File: src/rtl/lin_approx_counter.sv
`default_nettype none
// ============================================================================
// lin_approx_counter : per-channel linear-approximation hit counter with
//                      parity FIFO aligning plaintext and ciphertext parities.
// Revision: 1.0
// ============================================================================
module lin_approx_counter #(
  parameter int NUM_CH     = 4,
  parameter int CNT_W      = 16,
  parameter int LIMIT_W    = 20,
  parameter int FIFO_DEPTH = 32
) (
  input  logic                    clk,
  input  logic                    rst_n,
  input  logic                    start,
  input  logic [LIMIT_W-1:0]      msg_limit,
  input  logic [NUM_CH*64-1:0]    mask_i,
  input  logic [NUM_CH*64-1:0]    mask_o,
  input  logic                    msg_valid,
  input  logic [63:0]             message,
  output logic                    msg_ready,
  input  logic                    ct_valid,
  input  logic [63:0]             ciphertext,
  output logic [NUM_CH*CNT_W-1:0] counters,
  output logic                    busy,
  output logic                    done,
  output logic                    err_underflow
);

  localparam int AW = $clog2(FIFO_DEPTH);

  localparam logic [1:0] S_IDLE  = 2'd0;
  localparam logic [1:0] S_RUN   = 2'd1;
  localparam logic [1:0] S_DRAIN = 2'd2;
  localparam logic [1:0] S_DONE  = 2'd3;

  localparam logic [CNT_W-1:0]   CNT_ONE   = {{(CNT_W-1){1'b0}}, 1'b1};
  localparam logic [CNT_W-1:0]   CNT_MAX   = {CNT_W{1'b1}};
  localparam logic [LIMIT_W-1:0] LIMIT_ONE = {{(LIMIT_W-1){1'b0}}, 1'b1};
  localparam logic [AW:0]        PTR_ONE   = {{AW{1'b0}}, 1'b1};

  logic [1:0]               state_q, state_d;
  logic [NUM_CH*64-1:0]     mask_i_q, mask_i_d, mask_o_q, mask_o_d;
  logic [LIMIT_W-1:0]       limit_q, limit_d, msg_cnt_q, msg_cnt_d;
  logic [AW:0]              wr_ptr_q, wr_ptr_d, rd_ptr_q, rd_ptr_d;
  logic [NUM_CH-1:0]        hit_q, hit_d;
  logic                     hit_v_q, hit_v_d;
  logic [NUM_CH*CNT_W-1:0]  cnt_q, cnt_d;
  logic                     err_q, err_d;

  logic [NUM_CH-1:0]        fifo_mem [FIFO_DEPTH];
  logic [NUM_CH-1:0]        p_i, p_o, fifo_head;
  logic                     fifo_empty, fifo_full, push, pop, start_acc;

  assign fifo_empty = (wr_ptr_q == rd_ptr_q);
  assign fifo_full  = (wr_ptr_q[AW] != rd_ptr_q[AW]) &&
                      (wr_ptr_q[AW-1:0] == rd_ptr_q[AW-1:0]);
  assign fifo_head  = fifo_mem[rd_ptr_q[AW-1:0]];
  assign start_acc  = start && ((state_q == S_IDLE) || (state_q == S_DONE));
  assign push       = msg_valid && msg_ready;
  assign pop        = ct_valid && !fifo_empty;

  for (genvar k = 0; k < NUM_CH; k++) begin : g_ch
    assign p_i[k] = ^(message    & mask_i_q[64*k +: 64]);
    assign p_o[k] = ^(ciphertext & mask_o_q[64*k +: 64]);
  end

  always_ff @(posedge clk or negedge rst_n) begin
    if (!rst_n) state_q <= S_IDLE;
    else        state_q <= state_d;
  end

  always_comb begin
    state_d = state_q;
    case (state_q)
      S_IDLE, S_DONE: if (start) state_d = (msg_limit == '0) ? S_DRAIN : S_RUN;
      S_RUN:   if (push && ((msg_cnt_q + LIMIT_ONE) == limit_q)) state_d = S_DRAIN;
      S_DRAIN: if (fifo_empty && !ct_valid && !hit_v_q) state_d = S_DONE;
      default: state_d = S_IDLE;
    endcase
  end

  always_comb begin
    msg_ready = (state_q == S_RUN) && (msg_cnt_q < limit_q) && !fifo_full;
    busy      = (state_q == S_RUN) || (state_q == S_DRAIN);
    done      = (state_q == S_DONE);
  end

  always_comb begin
    mask_i_d  = mask_i_q;
    mask_o_d  = mask_o_q;
    limit_d   = limit_q;
    msg_cnt_d = msg_cnt_q;
    wr_ptr_d  = wr_ptr_q;
    rd_ptr_d  = rd_ptr_q;
    hit_d     = hit_q;
    hit_v_d   = 1'b0;
    cnt_d     = cnt_q;
    err_d     = err_q;
    if (start_acc) begin
      mask_i_d  = mask_i;
      mask_o_d  = mask_o;
      limit_d   = msg_limit;
      msg_cnt_d = '0;
      wr_ptr_d  = '0;
      rd_ptr_d  = '0;
      hit_d     = '0;
      cnt_d     = '0;
      err_d     = 1'b0;
    end else begin
      if (push) begin
        wr_ptr_d  = wr_ptr_q + PTR_ONE;
        msg_cnt_d = msg_cnt_q + LIMIT_ONE;
      end
      if (pop) begin
        rd_ptr_d = rd_ptr_q + PTR_ONE;
        hit_d    = fifo_head ^ p_o;
        hit_v_d  = 1'b1;
      end
      // A ciphertext with no matching plaintext parity is dropped and flagged.
      if (ct_valid && fifo_empty) err_d = 1'b1;
      for (int k = 0; k < NUM_CH; k++) begin
        if (hit_v_q && hit_q[k] && (cnt_q[CNT_W*k +: CNT_W] != CNT_MAX))
          cnt_d[CNT_W*k +: CNT_W] = cnt_q[CNT_W*k +: CNT_W] + CNT_ONE;
      end
    end
  end

  always_ff @(posedge clk or negedge rst_n) begin
    if (!rst_n) begin
      mask_i_q  <= '0;
      mask_o_q  <= '0;
      limit_q   <= '0;
      msg_cnt_q <= '0;
      wr_ptr_q  <= '0;
      rd_ptr_q  <= '0;
      hit_q     <= '0;
      hit_v_q   <= 1'b0;
      cnt_q     <= '0;
      err_q     <= 1'b0;
    end else begin
      mask_i_q  <= mask_i_d;
      mask_o_q  <= mask_o_d;
      limit_q   <= limit_d;
      msg_cnt_q <= msg_cnt_d;
      wr_ptr_q  <= wr_ptr_d;
      rd_ptr_q  <= rd_ptr_d;
      hit_q     <= hit_d;
      hit_v_q   <= hit_v_d;
      cnt_q     <= cnt_d;
      err_q     <= err_d;
    end
  end

  // Storage needs no reset: occupancy is defined entirely by the pointers.
  always_ff @(posedge clk) begin
    if (push) fifo_mem[wr_ptr_q[AW-1:0]] <= p_i;
  end

  assign counters      = cnt_q;
  assign err_underflow = err_q;

endmodule
`default_nettype wire

File: config.mk
export PLATFORM = sky130hd
export DESIGN_NAME = lin_approx_counter
export DESIGN_NICKNAME = d
export VERILOG_FILES = /design/src/rtl/lin_approx_counter.sv
export SDC_FILE = /design/constraint.sdc
export NUM_CORES = 2
export LEC_CHECK = 0
export ABC_AREA = 1
export CAP_MARGIN = 20
export CELL_PAD_IN_SITES_DETAIL_PLACEMENT = 0
export CELL_PAD_IN_SITES_GLOBAL_PLACEMENT = 1
export CORE_ASPECT_RATIO = 1.2
export CORE_MARGIN = 4
export CORE_UTILIZATION = 40
export CTS_BUF_LIST = sky130_fd_sc_hd__clkbuf_4 sky130_fd_sc_hd__clkbuf_8
export DETAILED_ROUTE_END_ITERATION = 10
export GPL_TIMING_DRIVEN = 0
export PLACE_DENSITY = 0.83
export SLEW_MARGIN = 10
export SYNTH_ARGS = -nofsm -noshare
export SYNTH_HDL_FRONTEND = slang
export SYNTH_SLANG_ARGS = --single-unit
File: constraint.sdc
create_clock -name clk -period 2.7 [get_ports clk]
set_input_delay 0.54 -clock clk [delete_from_list [all_inputs] [get_ports clk]]
set_output_delay 0.54 -clock clk [all_outputs]
set_load 0.02 [all_outputs]
==> results.sh <==
export IMPL_run_status="finished, violations left"
export IMPL_failed_checks="setup timing"
export IMPL_yosys_warns=0
export IMPL_die_area_mm2=0.110
export IMPL_most_frequent_standard_cell_in_the_layout_excluding_fill_and_tap_cells="nand2_1"
export IMPL_post_synth_main_area_contributors="dfrtp_1 38%, nand2_1 31%, edfxtp_1 9.2%"
export IMPL_async_flop_share_pct=83.2
export IMPL_reg2reg_depth=13
export IMPL_synth_largest_area_cell="dfrtp_1"
export IMPL_seq_area_frac_synth_pct=47.2
export IMPL_drt_via_density=4.87
export IMPL_end_kind="output pin"
export IMPL_root_buffer="clkbuf_8"
export IMPL_setup_worst_path_class="flop to output pin"
export IMPL_postRouteWirelength_um=156000
export IMPL_report_final_slew_viol_count=0
export IMPL_num_io_pins=733
export IMPL_std_cell_rows=129
export IMPL_worstPathArrival_ns=2.44
export IMPL_finalWorstSetupSlack_ns=-0.276
export IMPL_cellLeakagePower_nw=27.9
export IMPL_port_buffer_count=732
export IMPL_clock_tree_from_tritoncts="built"
export IMPL_multiInputGateArea_mm2=0.0204
export IMPL_synth_edff_count=128
export IMPL_die_w_um=303
export IMPL_share_of_post_route_cells_with_drive_strength_above_1_pct=6.91
export IMPL_place_gp_congestion=0.934
export IMPL_clock_sink_count=764
export IMPL_endpoints_failing_setup=1
export IMPL_clk_transition_reported_paths_ns=0.05
export IMPL_finalSetupTns_ns=-0.276
export IMPL_fillerInstances=10159
export IMPL_critical_path_required_ns=2.16
export IMPL_place_detailed_hpwl_um=123000
export IMPL_most_frequent_cells_in_the_layout="3,461 x nand2_1, 720 x clkdlybuf4s50_1, 633 x dfrtp_1, 371 x inv_1, 222 x xnor2_1"
export IMPL_grt_pass1_vias=39854
export IMPL_synth_cell_type_count=43
export IMPL_max_slew_margin_rel_pct=47.6
export IMPL_finalWorstPathRequiredPeriod_ns=2.98
export IMPL_place_detailed_instances=7978
export IMPL_final_hold_viol_count=0
export IMPL_vdd_ir_drop_max_mv=1.33
export IMPL_dr_first_iter_drc_count=2791
export IMPL_drt_pass1_iterations=7
export IMPL_detail_route_antenna_nets=0
export IMPL_syn2layout_area_growth_pct=30.7
export IMPL_seqCellArea_mm2=0.0198
export IMPL_globalRouteOverflowTotal=0
export IMPL_floorplan_core_area_mm2=0.103
export IMPL_detailroute_via_count=40297
export IMPL_cap_violations=0
export IMPL_global_route_wire_length_before_repair_um=230000
export IMPL_fin_skew_ns=0.0379
export IMPL_setup_repair_after_global_routing_missed_its_margin="true"
export IMPL_worst_r2r_endpoint="fifo_mem[5][3]"
export IMPL_htreeDepth=4
export IMPL_worstMarginPinSlew_ns=0.783
export IMPL_clk_latency_worst_skew_pair_ns=0.83
export IMPL_worstReg2RegStart="limit_q[5]"
export IMPL_synth_top_cell_area_share_pct=38.0
export IMPL_max_freq_ghz=0.336
export IMPL_globalRouteTotalUtil_pct=27.8
export IMPL_postSynthRegisterBits=764
export IMPL_floorplan_die_height_um=362
export IMPL_post_route_drc_count=0
export IMPL_syn_nets=6560
export IMPL_final_nets=7455
export IMPL_synth_cells=5862
export IMPL_syn_area_mm2=0.0419
export IMPL_prevailing_post_synth_register_cell="dfrtp_1"
export IMPL_pin_count_of_the_biggest_net_entering_global_routing=105
export IMPL_antenna_found_initial=62
export IMPL_syn_mean_instance_area_um2=7.14
export IMPL_post_route_clock_period_utilization_pct=110
export IMPL_stdcell_count=8282
export IMPL_cp_max_fo=3
export IMPL_hp_class="input pin to async pin"
export IMPL_crit_path_start_kind="flop"
export IMPL_finalInstanceArea_mm2=0.0547
export IMPL_initial_core_util_pct=40.5
export IMPL_dpl_instance_area_mm2=0.0511
export IMPL_cts_buffers_inserted=136
export IMPL_clock_path_buffers=3
export IMPL_setup_reg_to_reg_worst_slack_ns=0.14
export IMPL_pwr_density_cell_mw_per_mm2=1250
export IMPL_detail_route_wl_per_cell_um=18.8
## power breakdown
group	switching, W	total (W)	internal, W
Sequential	0.00236	0.0207	0.0184
Combinational	0.0240	0.0360	0.0120
Clock	0.00521	0.0114	0.00619
Total	0.0316	0.0682	0.0366
## final cells by class
cell class	count	area share, %
inverter	385	2.66
clock buffer	209	4.70
multi-input combinational	4553	37.3
timing repair buffer	757	14.1
clock inverter	33	0.430
sequential	764	36.1
antenna	46	0.210
buffer	160	1.39
tap	1375	3.14
## metrics by stage
stage	setup WS [ns]	hold WS, ns	total power, W	util (%)
after global routing	-0.367	0.216	0.0736	52.9
after CTS	-0.403	0.167	0.0663	52.5
final	-0.276	0.244	0.0682	52.9
after floorplan	0.497	0.244	0.0434	-
after detailed placement	-1.19	0.465	0.0529	49.4
after global placement	-28.70	0.462	0.0523	49.2
## layer usage
layer  GRT usage (%)  vias up  share of wire (%)
met5               0        -               0.12
met2            48.0     1241                 49
met4            14.3       28                5.0
li1                -    19903                  -
met3            6.59      344                7.1
met1            32.1    18781                 39
## cell families (layout without fill, tap and decap cells)
kind of cell	count (synthesis)	after routing	share of synthesized area [%]
adders and majority gates	33	33	0.986
AOI/OAI and AO/OA	263	263	3.52
DFF	764	764	47.2
xor gates and xnor gates	325	325	6.85
and+or+nand+nor	3932	3932	36.3
buffers and inverters	545	1544	5.11
other	0	46	0
## critical path: stages (launching register included)
cell and delay [ns]:
dfrtp_1 0.41, inv_2 0.08, ha_4 0.27, nand2_2 0.06, nor3_2 0.16, nand3_1 0.12
a21oi_2 0.19, o21ai_2 0.08, and2_4 0.16, buf_6 0.12
## flip-flops by register name (all words and copies together) (netlist names)
| register | count |
|---|---|
| mask_i_q | 256 |
| mask_o_q | 256 |
| fifo_mem | 128 |
| counters | 64 |
| limit_q | 20 |
| msg_cnt_q | 20 |
| rd_ptr_q | 6 |
| wr_ptr_q | 6 |
| hit_q | 4 |
| state_q | 2 |
| err_underflow | 1 |
| hit_v_q | 1 |
## how the worst max path moves through the flow
stage / start / end / slack (ns) / depth (start not counted)
after global placement: rst_n / counters[55] / -28.70 / 1
after global routing: limit_q[7] / msg_ready / -0.37 / 9
final: limit_q[7] / msg_ready / -0.28 / 9
after CTS: limit_q[7] / msg_ready / -0.40 / 9
after floorplan: message[35] / fifo_mem[0][2] / 0.50 / 10
after detailed placement: message[52] / fifo_mem[31][0] / -1.19 / 12
## Yosys cell counts, types with 4 or more instances
cell type     n
nand2_1    3472
dfrtp_1     636
inv_1       376
xnor2_1     232
nor2_1      194
nand3_1     159
edfxtp_1    128
o21ai_0     128
xor2_1       91
clkbuf_1     87
buf_2        72
a21oi_1      59
nor3_1       38
ha_1         33
o221ai_1     24
nand4_1      22
o22ai_1      22
o21ai_1      14
nand2_2      11
and3_1        6
inv_2         6
nor2_2        6
nand3_2       5
nor3b_1       5
nor4_1        5
a31oi_1       4
## timing repair
action / in CTS / in global routing
gates resized for setup: 111 / 68
endpoints found under the setup margin: 870 / 381
pin swaps: 5 / 5
hold buffers: 1 / 0
buffers inserted: 5 / 9
cloned: 0 / 1
hold endpoints to repair: 66 / 0
Power figures use the tool's default switching activity.
